==> src/rtl/seq_restoring_divider_pkg.sv <==
// Shared definitions for the sequential restoring divider.
//   state_t : controller states
//   W_DEF   : default operand width
//   CNT_W   : iteration counter width for W_DEF
//   cnt_w() : counter width for an arbitrary operand width
package seq_restoring_divider_pkg;

  typedef enum logic [1:0] {
    IDLE = 2'd0,
    CALC = 2'd1,
    DONE = 2'd2
  } state_t;

  localparam int W_DEF = 8;
  localparam int CNT_W = $clog2(W_DEF);

  // The counter runs W-1 down to 0, so clog2(W) bits suffice.
  // Floor at 1 bit so a degenerate width still elaborates.
  function automatic int cnt_w(input int w);
    return (w > 1) ? $clog2(w) : 1;
  endfunction

endpackage

==> src/rtl/seq_restoring_divider_div_step.sv <==
// One restoring-division iteration (purely combinational).
//   r_in    : partial remainder from the previous iteration (W+1 bits)
//   bit_in  : next dividend bit, MSB first
//   divisor : W-bit divisor
//   r_out   : partial remainder after the trial subtraction
//   q_bit   : quotient bit produced by this iteration
module seq_restoring_divider_div_step
  import seq_restoring_divider_pkg::*;
#(
  parameter int W = W_DEF
) (
  input  logic [W:0]   r_in,
  input  logic         bit_in,
  input  logic [W-1:0] divisor,
  output logic [W:0]   r_out,
  output logic         q_bit
);

  logic [W:0] t;
  logic [W:0] d;

  // r_in is always below the divisor, so its top bit is zero and
  // shifting in one bit cannot exceed W+1 bits.
  assign t = {r_in[W-1:0], bit_in};
  assign d = {1'b0, divisor};

  assign q_bit = (t >= d);
  assign r_out = q_bit ? (t - d) : t;

  logic unused_rmsb;
  assign unused_rmsb = r_in[W];

endmodule

==> src/rtl/seq_restoring_divider.sv <==
// Multi-cycle unsigned divider: 2W-bit dividend / W-bit divisor,
// one quotient bit per clock, single operation in flight.
//   clk, rst              : clock, async active-high reset
//   in_valid / in_ready   : request handshake (ready only in IDLE)
//   dividend, divisor     : operands, sampled on accept
//   out_valid / out_ready : result handshake (valid only in DONE)
//   quotient, remainder   : result, held until the next result
//   div_by_zero, overflow : error flags for the current result
module seq_restoring_divider
  import seq_restoring_divider_pkg::*;
#(
  parameter int W = W_DEF
) (
  input  logic           clk,
  input  logic           rst,
  input  logic           in_valid,
  output logic           in_ready,
  input  logic [2*W-1:0] dividend,
  input  logic [W-1:0]   divisor,
  output logic           out_valid,
  input  logic           out_ready,
  output logic [W-1:0]   quotient,
  output logic [W-1:0]   remainder,
  output logic           div_by_zero,
  output logic           overflow
);

  localparam int CW = cnt_w(W);

  state_t        state;
  logic [CW-1:0] cnt;
  logic [W:0]    r;    // partial remainder
  logic [W-1:0]  lo;   // remaining dividend bits, consumed MSB first
  logic [W-1:0]  q;    // quotient bits collected so far
  logic [W-1:0]  dvs;  // latched divisor

  logic [W:0]    r_next;
  logic          qbit;
  logic [W-1:0]  q_next;
  logic [W-1:0]  hi;

  assign hi     = dividend[2*W-1:W];
  assign q_next = {q[W-2:0], qbit};

  seq_restoring_divider_div_step #(.W(W)) u_step (
    .r_in    (r),
    .bit_in  (lo[W-1]),
    .divisor (dvs),
    .r_out   (r_next),
    .q_bit   (qbit)
  );

  always_ff @(posedge clk or posedge rst) begin
    if (rst) begin
      state       <= IDLE;
      in_ready    <= 1'b1;
      out_valid   <= 1'b0;
      quotient    <= '0;
      remainder   <= '0;
      div_by_zero <= 1'b0;
      overflow    <= 1'b0;
      cnt         <= '0;
      r           <= '0;
      lo          <= '0;
      q           <= '0;
      dvs         <= '0;
    end else begin
      case (state)
        IDLE: begin
          if (in_valid && in_ready) begin
            in_ready <= 1'b0;
            dvs      <= divisor;
            if (divisor == '0) begin
              state       <= DONE;
              div_by_zero <= 1'b1;
              overflow    <= 1'b0;
              quotient    <= '1;
              remainder   <= dividend[W-1:0];
            end else if (hi >= divisor) begin
              // Quotient would need more than W bits.
              state       <= DONE;
              div_by_zero <= 1'b0;
              overflow    <= 1'b1;
              quotient    <= '1;
              remainder   <= dividend[W-1:0];
            end else begin
              state <= CALC;
              r     <= {1'b0, hi};
              lo    <= dividend[W-1:0];
              q     <= '0;
              cnt   <= CW'(W - 1);
            end
          end
        end

        CALC: begin
          r  <= r_next;
          lo <= lo << 1;
          q  <= q_next;
          if (cnt == '0) begin
            state       <= DONE;
            out_valid   <= 1'b1;
            quotient    <= q_next;
            remainder   <= r_next[W-1:0];
            div_by_zero <= 1'b0;
            overflow    <= 1'b0;
          end else begin
            cnt <= cnt - CW'(1);
          end
        end

        DONE: begin
          // Error results enter DONE straight from IDLE with their
          // outputs already loaded; valid follows one cycle later.
          if (!out_valid) begin
            out_valid <= 1'b1;
          end else if (out_ready) begin
            state     <= IDLE;
            out_valid <= 1'b0;
            in_ready  <= 1'b1;
          end
        end

        default: begin
          state     <= IDLE;
          in_ready  <= 1'b1;
          out_valid <= 1'b0;
        end
      endcase
    end
  end

endmodule
==> config.mk <==
export PLATFORM = sky130hd
export DESIGN_NAME = seq_restoring_divider
export DESIGN_NICKNAME = d
export VERILOG_FILES = /design/src/rtl/seq_restoring_divider_pkg.sv /design/src/rtl/seq_restoring_divider_div_step.sv /design/src/rtl/seq_restoring_divider.sv
export SDC_FILE = /design/constraint.sdc
export NUM_CORES = 1
export LEC_CHECK = 0
export ABC_AREA = 1
export BUFFER_PORTS_ARGS = -buffer_cell sky130_fd_sc_hd__buf_2
export CAP_MARGIN = 0
export CORE_MARGIN = 4
export CORE_UTILIZATION = 58
export DETAILED_ROUTE_END_ITERATION = 6
export GPL_TIMING_DRIVEN = 0
export HOLD_SLACK_MARGIN = 0.08
export MAX_ROUTING_LAYER = met4
export PLACE_DENSITY_LB_ADDON = 0.25
export SLEW_MARGIN = 10
export SYNTH_ARGS = -nofsm -noshare
export SYNTH_HDL_FRONTEND = slang
export SYNTH_SLANG_ARGS = --single-unit
==> constraint.sdc <==
create_clock -name clk -period 2.3 [get_ports clk]
set_clock_uncertainty 0.15 [all_clocks]
set_input_delay 0.115 -clock clk [delete_from_list [all_inputs] [get_ports clk]]
set_output_delay 0.115 -clock clk [all_outputs]
set_load 0.05 [all_outputs]
[After elaboration in Yosys (flattened, before gate mapping)]
Cells that the tools add are included.
Word-level totals
  input bits: 28
  register bits after elaboration: 56
  logic and storage cells: 92
Cells by class
  equality and inequality tests: 10
  bitwise gates (word level): 2
  $lt $le $gt $ge: 2
  add/sub/neg operators: 2
  reduce and logical (&&, ||, !) cells: 12
  multiplexer cells: 52
Operators by type and width (number)
  $mux W8: 15
  $pmux W8 S2: 4
  $mux W7: 3
  $reduce_and A4 Y1: 4
  $ne A2 B2 Y1 const B: 7
  $pmux W7 S2: 1
  $mux W1: 13
  $mux W2: 6
  $mux W3: 4
  $ge A9 B8 Y1: 1
  $ge A8 B8 Y1: 1
  $logic_not A8 Y1: 1
  $sub A8 B8 Y8: 1
  $pmux W1 S3: 2
  $pmux W2 S3: 1
  $pmux W3 S2: 1
  $reduce_and A5 Y1: 1
  $pmux W1 S2: 2
  $reduce_and A2 Y1: 2
  $logic_not A3 Y1: 1
  $ne A3 B3 Y1 const B: 1
  $sub A3 B1 Y3 const B: 1
  $eq A2 B1 Y1 const B: 1
  $eq A2 B2 Y1 const B: 1
  4 further kinds: 5

[Logic depth before layout (Yosys ltp)]
Gate-level depths: netlist of the first run.
  depth in word-level cells: 5
  gate-level depth with buffers: 15
  mapped depth without buffers: 14

[Cells and area by module]
From an unflattened synthesis of the first run, not the netlist that was laid out.
Unflattened totals
  cell total of the unflattened synthesis: 522
  area, all modules: 3721.1 sq um
Modules (own cells, without submodules)
  seq_restoring_divider: area each 3020.4 sq um, seq. area each 1427.6 sq um, cells each 391, instances 1
  seq_restoring_divider_div_step: area each 700.7 sq um, seq. area each 0.0 sq um, cells each 131, instances 1

[Worst setup path before layout of the first run]
OpenSTA, ideal clock, no wires.
  path kind: reg-to-reg
  start point: register r[2]
  end point: register remainder[2]
  required time: 2.084 ns
  setup time: 0.066 ns
  stages on the path, launching flop included: 13
  arrival time: 1.636 ns
  clock period less this slack: 1.852 ns
  buffers on the path: 0
  path slack: 0.448 ns
  cell sequence: dfrtp_1 ha_1 nand2_1 inv_1 nand2_2 nand2_1 nand2_1 nand4_4 nor2_4 nand2_1 nand3_1 nand2_1 nand2_1
Between the ends
  word-level cells in the longest chain between the ends: 4
Ends and longest elaborated chain
  start: declaration: RTL line seq_restoring_divider.sv:32  | logic [W:0] r;
  start signal: assignment: RTL line seq_restoring_divider.sv:88  | r <= {1'b0, hi};
  start signal: assignment: RTL line seq_restoring_divider.sv:97  | r <= r_next;
  $ge A9 B8 Y1: RTL line seq_restoring_divider_div_step.sv:27  | assign q_bit = (t >= d);
  $mux W8: RTL line seq_restoring_divider_div_step.sv:28  | assign r_out = q_bit ? (t - d) : t;
  $mux W8: RTL line seq_restoring_divider.sv:100  | if (cnt == '0) begin
  $pmux W8 S2: RTL line seq_restoring_divider.sv:68  | case (state)
  end signal: assignment: RTL line seq_restoring_divider.sv:78  | remainder <= dividend[W-1:0];
  end signal: assignment: RTL line seq_restoring_divider.sv:85  | remainder <= dividend[W-1:0];
  end signal: assignment: RTL line seq_restoring_divider.sv:104  | remainder <= r_next[W-1:0];
  end: declaration: RTL line seq_restoring_divider.sv:23  | output logic [W-1:0] remainder,
Every way passes these cells. The select of a mux whose other input is x is not followed.
A chain may end at the register's enable or synchronous reset.

[Final worst setup path of the first run]
  start point: input port divisor[7]
  end point: register q[4]
Between the ends
  word-level cells in the longest chain between the ends: 3
  elaborated cells on any way between the ends: 5
  those cells by class: 1 x order compare; 2 x eq/ne; 2 x reduce/logical
Ends and longest elaborated chain
  start: declaration: RTL line seq_restoring_divider.sv:19  | input logic [W-1:0] divisor,
  $ge A8 B8 Y1 / $logic_not A8 Y1 (equally long branches): RTL line seq_restoring_divider.sv:79, seq_restoring_divider.sv:73
  $ne A2 B2 Y1 (no line)
  $reduce_and A4 Y1 (no line) *
  end signal: assignment: RTL line seq_restoring_divider.sv:99  | q <= q_next;
  end: declaration: RTL line seq_restoring_divider.sv:34  | logic [W-1:0] q;
Every way passes the cells marked *; elsewhere a longest branch is shown, timed or not.

==> results of run 1 <==
-- cell type report --
| type | count | area (um2) | share of cell area |
|---|---|---|---|
| inverters | 53 | 199 | 0.0465 |
| clock buffers | 5 | 68.8 | 0.0161 |
| plain buffers | 13 | 87.6 | 0.0205 |
| multi-input cells | 333 | 1800 | 0.422 |
| flip-flops and latches | 56 | 1400 | 0.328 |
| repair buffers | 85 | 596 | 0.139 |
| well taps | 72 | 90.1 | 0.0211 |
| clock inverters | 3 | 27.5 | 0.00644 |
-- per-layer routing --
| layer | global-route usage | part of all wire | vias up |
|---|---|---|---|
| li1 | - | - | 1630 |
| met1 | 0.324 | 0.44 | 1495 |
| met2 | 0.417 | 0.50 | 83 |
| met3 | 0.0359 | 0.045 | 13 |
| met4 | 0.0806 | 0.019 | 0 |
| met5 | - | 0 | - |
-- per-stage QoR --
step | cells | utilization | cell area, um2
global route | 620 | 0.758 | 4270
global placement | 574 | 0.669 | 3770
detailed placement | 575 | 0.672 | 3790
finish | 620 | 0.758 | 4270
floorplan | 455 | - | 3450
CTS | 609 | 0.736 | 4150
-- tightest hold or removal path: stages --
cell and delay, ns:
buf_2 0.10, nand2_1 0.08, nor2_1 0.10, nand2_1 0.07, o21ai_0 0.07
-- flip-flops by register name, indices dropped and copies added (netlist names) --
signal,count
cnt,3
div_by_zero,1
dvs,8
in_ready,1
lo,8
out_valid,1
overflow,1
q,7
quotient,8
r,8
remainder,8
state,2
-- timing repair --
action / 4_1_cts / 5_1_grt
gates resized for setup: 0 / 7
hold buffers: 26 / 0
hold endpoints to repair: 88 / 0
setup endpoints to repair: 0 / 39
buffers inserted: 0 / 11
-- cells by family after synthesis --
group / count (synthesis) / synth area share
flip-flops: 56 / 0.407
XOR/XNOR: 3 / 0.00762
AND/OR/NAND/NOR: 261 / 0.341
buffers and inverters: 66 / 0.0831
adder cells (fa/ha/maj): 22 / 0.0820
multiplexers: 2 / 0.00653
AO/OA/AOI/OAI: 45 / 0.0729
-- placed cells by master, fill, tap and decap left out, types with 10 or more instances in the layout --
master         Yosys  routed
buf_2              4      51
buf_4              1      11
dfrtp_1           55      55
dlygate4sd3_1      0      26
ha_1              21      17
inv_1             49      48
nand2_1          177     177
nand3_1           34      34
nand4_1           10      10
nor2_1            18      16
o21ai_0           26      26
-- power by group through the flow --
stage	Clock, W	Sequential (W)	Combinational [W]
2_1_floorplan	0	0.00220	0.00245
3_3_place_gp	0	0.00165	0.00369
3_5_place_dp	0	0.00167	0.00380
4_1_cts	0.000601	0.00165	0.00385
5_1_grt	0.000641	0.00171	0.00459
6_report	0.000589	0.00166	0.00409
-- worst paths after layout --
kind                              from  cells past startpoint  slack [ns]           end
max in group asynchronous          rst                      4        1.19      in_ready
min in group asynchronous          rst                      3        0.20   quotient[1]
setup reg to reg                  r[5]                     11        0.16  remainder[5]
hold / removal                in_valid                      5        0.10        dvs[5]
hold reg to reg            div_by_zero                      2        0.33   div_by_zero
setup / recovery            divisor[7]                     12        0.14          q[4]
==> results_dict.tcl, run 1 <==
set metrics [dict create \
    outcome "complete, no violations" \
    grt_usage 0.254 \
    cts_max_path_buffers 2 \
    viasPerCell 5.20 \
    grt_pass1_vias 3142 \
    timing.fmax_ghz 0.463 \
    p_comb_frac 0.645 \
    synth_area_leaders "dfrtp_1 40%, nand2_1 19%, ha_1 7.6%" \
    ant_nets 0 \
    clkLatencyLatePin_ns 0.32 \
    avgSynthCellArea_um2 7.58 \
    dp_slack_ns 0.168 \
    drcViolationCount 0 \
    grt_max_degree 35 \
    async_reset_ff_frac 1.00 \
    cp-end-kind "flop" \
    path_clk_slew_ns 0.11 \
    netSwitchingPower_w 0.00323 \
    powerDensity_nw_per_um2 1480 \
    maxSlewHeadroom 0.668 \
    clkPwrFrac 0.093 \
    die_area_um2 7240 \
    tns_ns 0 \
    syn_nets 505 \
    io_buffers 47 \
    h-tree-depth 2 \
    cts_tree "done" \
    die_w_um 85.1 \
    fillers 438 \
    min_period_over_period 0.938 \
    p_leak_nw 2.29 \
    critPathSlowestCell "dlygate4sd3_1" \
    synth_area_um2 3450 \
    wl_um 8690 \
    final.min_clock_period_ns 2.16 \
    final_net_count 597 \
    p_seq_frac 0.262 \
    synth_top_area_share 0.399 \
    grt_pass1_wl_um 14500 \
    grt_antenna_before_repair 0 \
    drv_slew 0 \
    arrival_ns 2.22 \
    yosysSeqAreaShare 0.407 \
    die-height_um 85.1 \
    fp.coreArea_um2 5640 \
    pin_count 48 \
    hold_violations 0 \
    clock-sinks 56 \
    path_cells "dlygate4sd3_1 > buf_2 > inv_1 > ha_1 > nand2_1 > nor2_2 > nand2_1 > nand4_4 > nand2_2 > nand2_4 > buf_2 > o21ai_0" \
    drt-wirelength-per-cell_um 14.0 \
    p_sw_frac 0.509 \
    cp_top_family "buffers and inverters" \
    internal-power_w 0.00311 \
    yosys_warnings 0 \
    start_util 0.611 \
    worstPathRequired_ns 2.36 \
    dr.pass1.iters 5 \
    hold_slack_ns 0.102 \
    tightest_slew_ns 0.497 \
    synth_edf_count 0 \
    cts_inserted_buffers 5 \
    syn_inst 455 \
    hold_path.class "primary input to flop" \
    max_cap_viol_count 0 \
    drive_above_1_share 0.203 \
    critical-path-max-stage-delay_ns 0.53 \
    setup_slack_ns 0.142 \
    n_antenna_cell 0 \
    grt_overflow 0 \
    dr_total_vias 3221 \
    area_delta_synth_final_pct 23.9 \
    hpwl_um 6250 \
    rsz0062_at_grt "no" \
    peakVddDrop_uv 787 \
    finalPower_w 0.00634 \
    crit_type "primary input to flop" \
    drtIter0Drc 186 \
    critPathMaxFanout 10 \
    cts_root_buf "clkbuf_8" \
    worst-path-buf-inv 4 \
    yosysMostFrequentCell "nand2_1" \
    synth_area_leader_cell "dfrtp_1" \
    synth.distinct_cells 36 \
    ys_seq_elements 56 \
    gp_congestion 0.941 \
    synth_ff_type "dfrtp_1" \
    yosys-top-cells-count "177 x nand2_1, 55 x dfrtp_1, 49 x inv_1" \
    rows 27 \
    cp-start-kind "primary input" \
    setup_viol 0 \
]
Note: power is estimated with default switching activity, not from simulation.
==> run 2: changes to the inputs <==
--- a/config.mk
+++ b/config.mk
@@ -15,6 +15,7 @@
 export HOLD_SLACK_MARGIN = 0.08
 export MAX_ROUTING_LAYER = met4
 export PLACE_DENSITY_LB_ADDON = 0.25
+export RECOVER_POWER = 50
 export SLEW_MARGIN = 10
 export SYNTH_ARGS = -nofsm -noshare
 export SYNTH_HDL_FRONTEND = slang
==> results_dict.tcl, run 2 (synthesized netlist as in run 1, its figures left out) <==
set metrics [dict create \
    outcome "complete, no violations" \
    max_cap_viol_count 0 \
    viasPerCell 5.18 \
    hpwl_um 6250 \
    drcViolationCount 0 \
    critPathMaxFanout 10 \
    cts_root_buf "clkbuf_8" \
    placed_area_um2 3790 \
    hold_violations 0 \
    die_area_um2 7240 \
    wl_um 8670 \
    cp-start-kind "primary input" \
    final_common_cell "nand2_1" \
    hold_start "in_valid" \
    whs_path_depth 5 \
    r2r-end "remainder[5]" \
    rows 27 \
    finalPower_w 0.00632 \
    pin_count 48 \
    timing.fmax_ghz 0.463 \
    peakVddDrop_uv 783 \
    n_antenna_cell 0 \
    clkLatencyLatePin_ns 0.32 \
    crit_type "primary input to flop" \
    powerDensity_nw_per_um2 1480 \
    start_util 0.611 \
    tns_ns 0 \
    grt_pass1_vias 3142 \
    p_leak_nw 2.26 \
    drt-wirelength-per-cell_um 14.0 \
    h-tree-depth 2 \
    drive_above_1_share 0.182 \
    min_period_over_period 0.938 \
    ff2ff_setup_slack_ns 0.17 \
    final.min_clock_period_ns 2.16 \
    grt_overflow 0 \
    clock-sinks 56 \
    grt_max_degree 35 \
    arrival_ns 2.22 \
    path_clk_slew_ns 0.11 \
    area_delta_synth_final_pct 23.6 \
    die-height_um 85.1 \
    grt_usage 0.254 \
    hold_path.class "primary input to flop" \
    ff2ff_path_depth 11 \
    final_util 0.755 \
    setup_viol 0 \
    worst_r2r_startpoint "r[5]" \
    grt_antenna_before_repair 0 \
    setup_slack_ns 0.142 \
    die_w_um 85.1 \
    tightest_slew_ns 0.893 \
    drtIter0Drc 198 \
    cp-end-kind "flop" \
    io_buffers 47 \
    dp_slack_ns 0.168 \
    ant_nets 0 \
    holdPathEnd "dvs[5]" \
    drv_slew 0 \
    worstPathRequired_ns 2.36 \
    dr.pass1.iters 5 \
    grt_pass1_wl_um 14500 \
    dr_total_vias 3214 \
    final_area_um2 4260 \
    fp.coreArea_um2 5640 \
    gp_congestion 0.941 \
    cts_tree "done" \
    final_net_count 597 \
    rsz0062_at_grt "no" \
    cts_max_path_buffers 2 \
    final_cell_mix "177 x nand2_1, 55 x dfrtp_1, 49 x inv_1" \
    cts_inserted_buffers 5 \
    maxSlewHeadroom 0.404 \
]
==> run 2: where the power goes <==
| part | internal (W) | switching (W) | leakage (nW) | total [W] |
|---|---|---|---|---|
| clock | 0.000225 | 0.000362 | 0.0463 | 0.000586 |
| sequential | 0.00143 | 0.000237 | 0.693 | 0.00166 |
| combinational | 0.00144 | 0.00263 | 1.52 | 0.00407 |
==> run 2: layout make-up <==
| cell class | instances | area (um2) |
|---|---|---|
| buffer | 13 | 87.6 |
| clock buffer | 5 | 68.8 |
| clock inverter | 3 | 27.5 |
| fill | 442 | 1380 |
| inverter | 53 | 199 |
| multi-input combinational | 333 | 1800 |
| sequential | 56 | 1400 |
| tap | 72 | 90.1 |
| timing repair buffer | 85 | 583 |
==> run 2: worst max-delay path: stages <==
cell and delay [ns]:
dlygate4sd3_1 0.53, buf_2 0.13, inv_1 0.04, ha_1 0.29, nand2_1 0.09, nor2_2 0.16, nand2_1 0.16, nand4_4 0.15
nand2_2 0.09, nand2_4 0.13, buf_2 0.22, o21ai_0 0.11
==> run 2: how the worst max path moves through the flow <==
stage | start | cells past startpoint | end | slack, ns
floorplan | r[2] | 12 | remainder[2] | 0.45
global placement | rst | 2 | dvs[7] | -0.003
detailed placement | r[2] | 12 | remainder[7] | 0.17
CTS | divisor[7] | 12 | remainder[7] | 0.10
global route | dvs[2] | 14 | remainder[4] | 0.001
finish | divisor[7] | 12 | q[4] | 0.14
==> run 2: repair_timing <==
action,in CTS,in global routing
hold buffers,26,0
setup buffers,0,11
endpoints found under the setup margin,0,39
hold endpoints to repair,88,0
gates resized for setup,0,7
==> run 2: per-layer routing <==
metal | vias up | track usage | wire length (um)
li1 | 1626 | - | -
met1 | 1479 | 0.324 | 3770
met2 | 96 | 0.417 | 4290
met3 | 13 | 0.0359 | 445
met4 | 0 | 0.0806 | 161
met5 | - | - | 0
==> run 2: metrics by stage <==
step | instances | hold slack (ns)
floorplan | 455 | 0.0860
global placement | 574 | 0.204
detailed placement | 575 | 0.0217
CTS | 609 | 0.0891
global route | 620 | 0.159
finish | 620 | 0.103
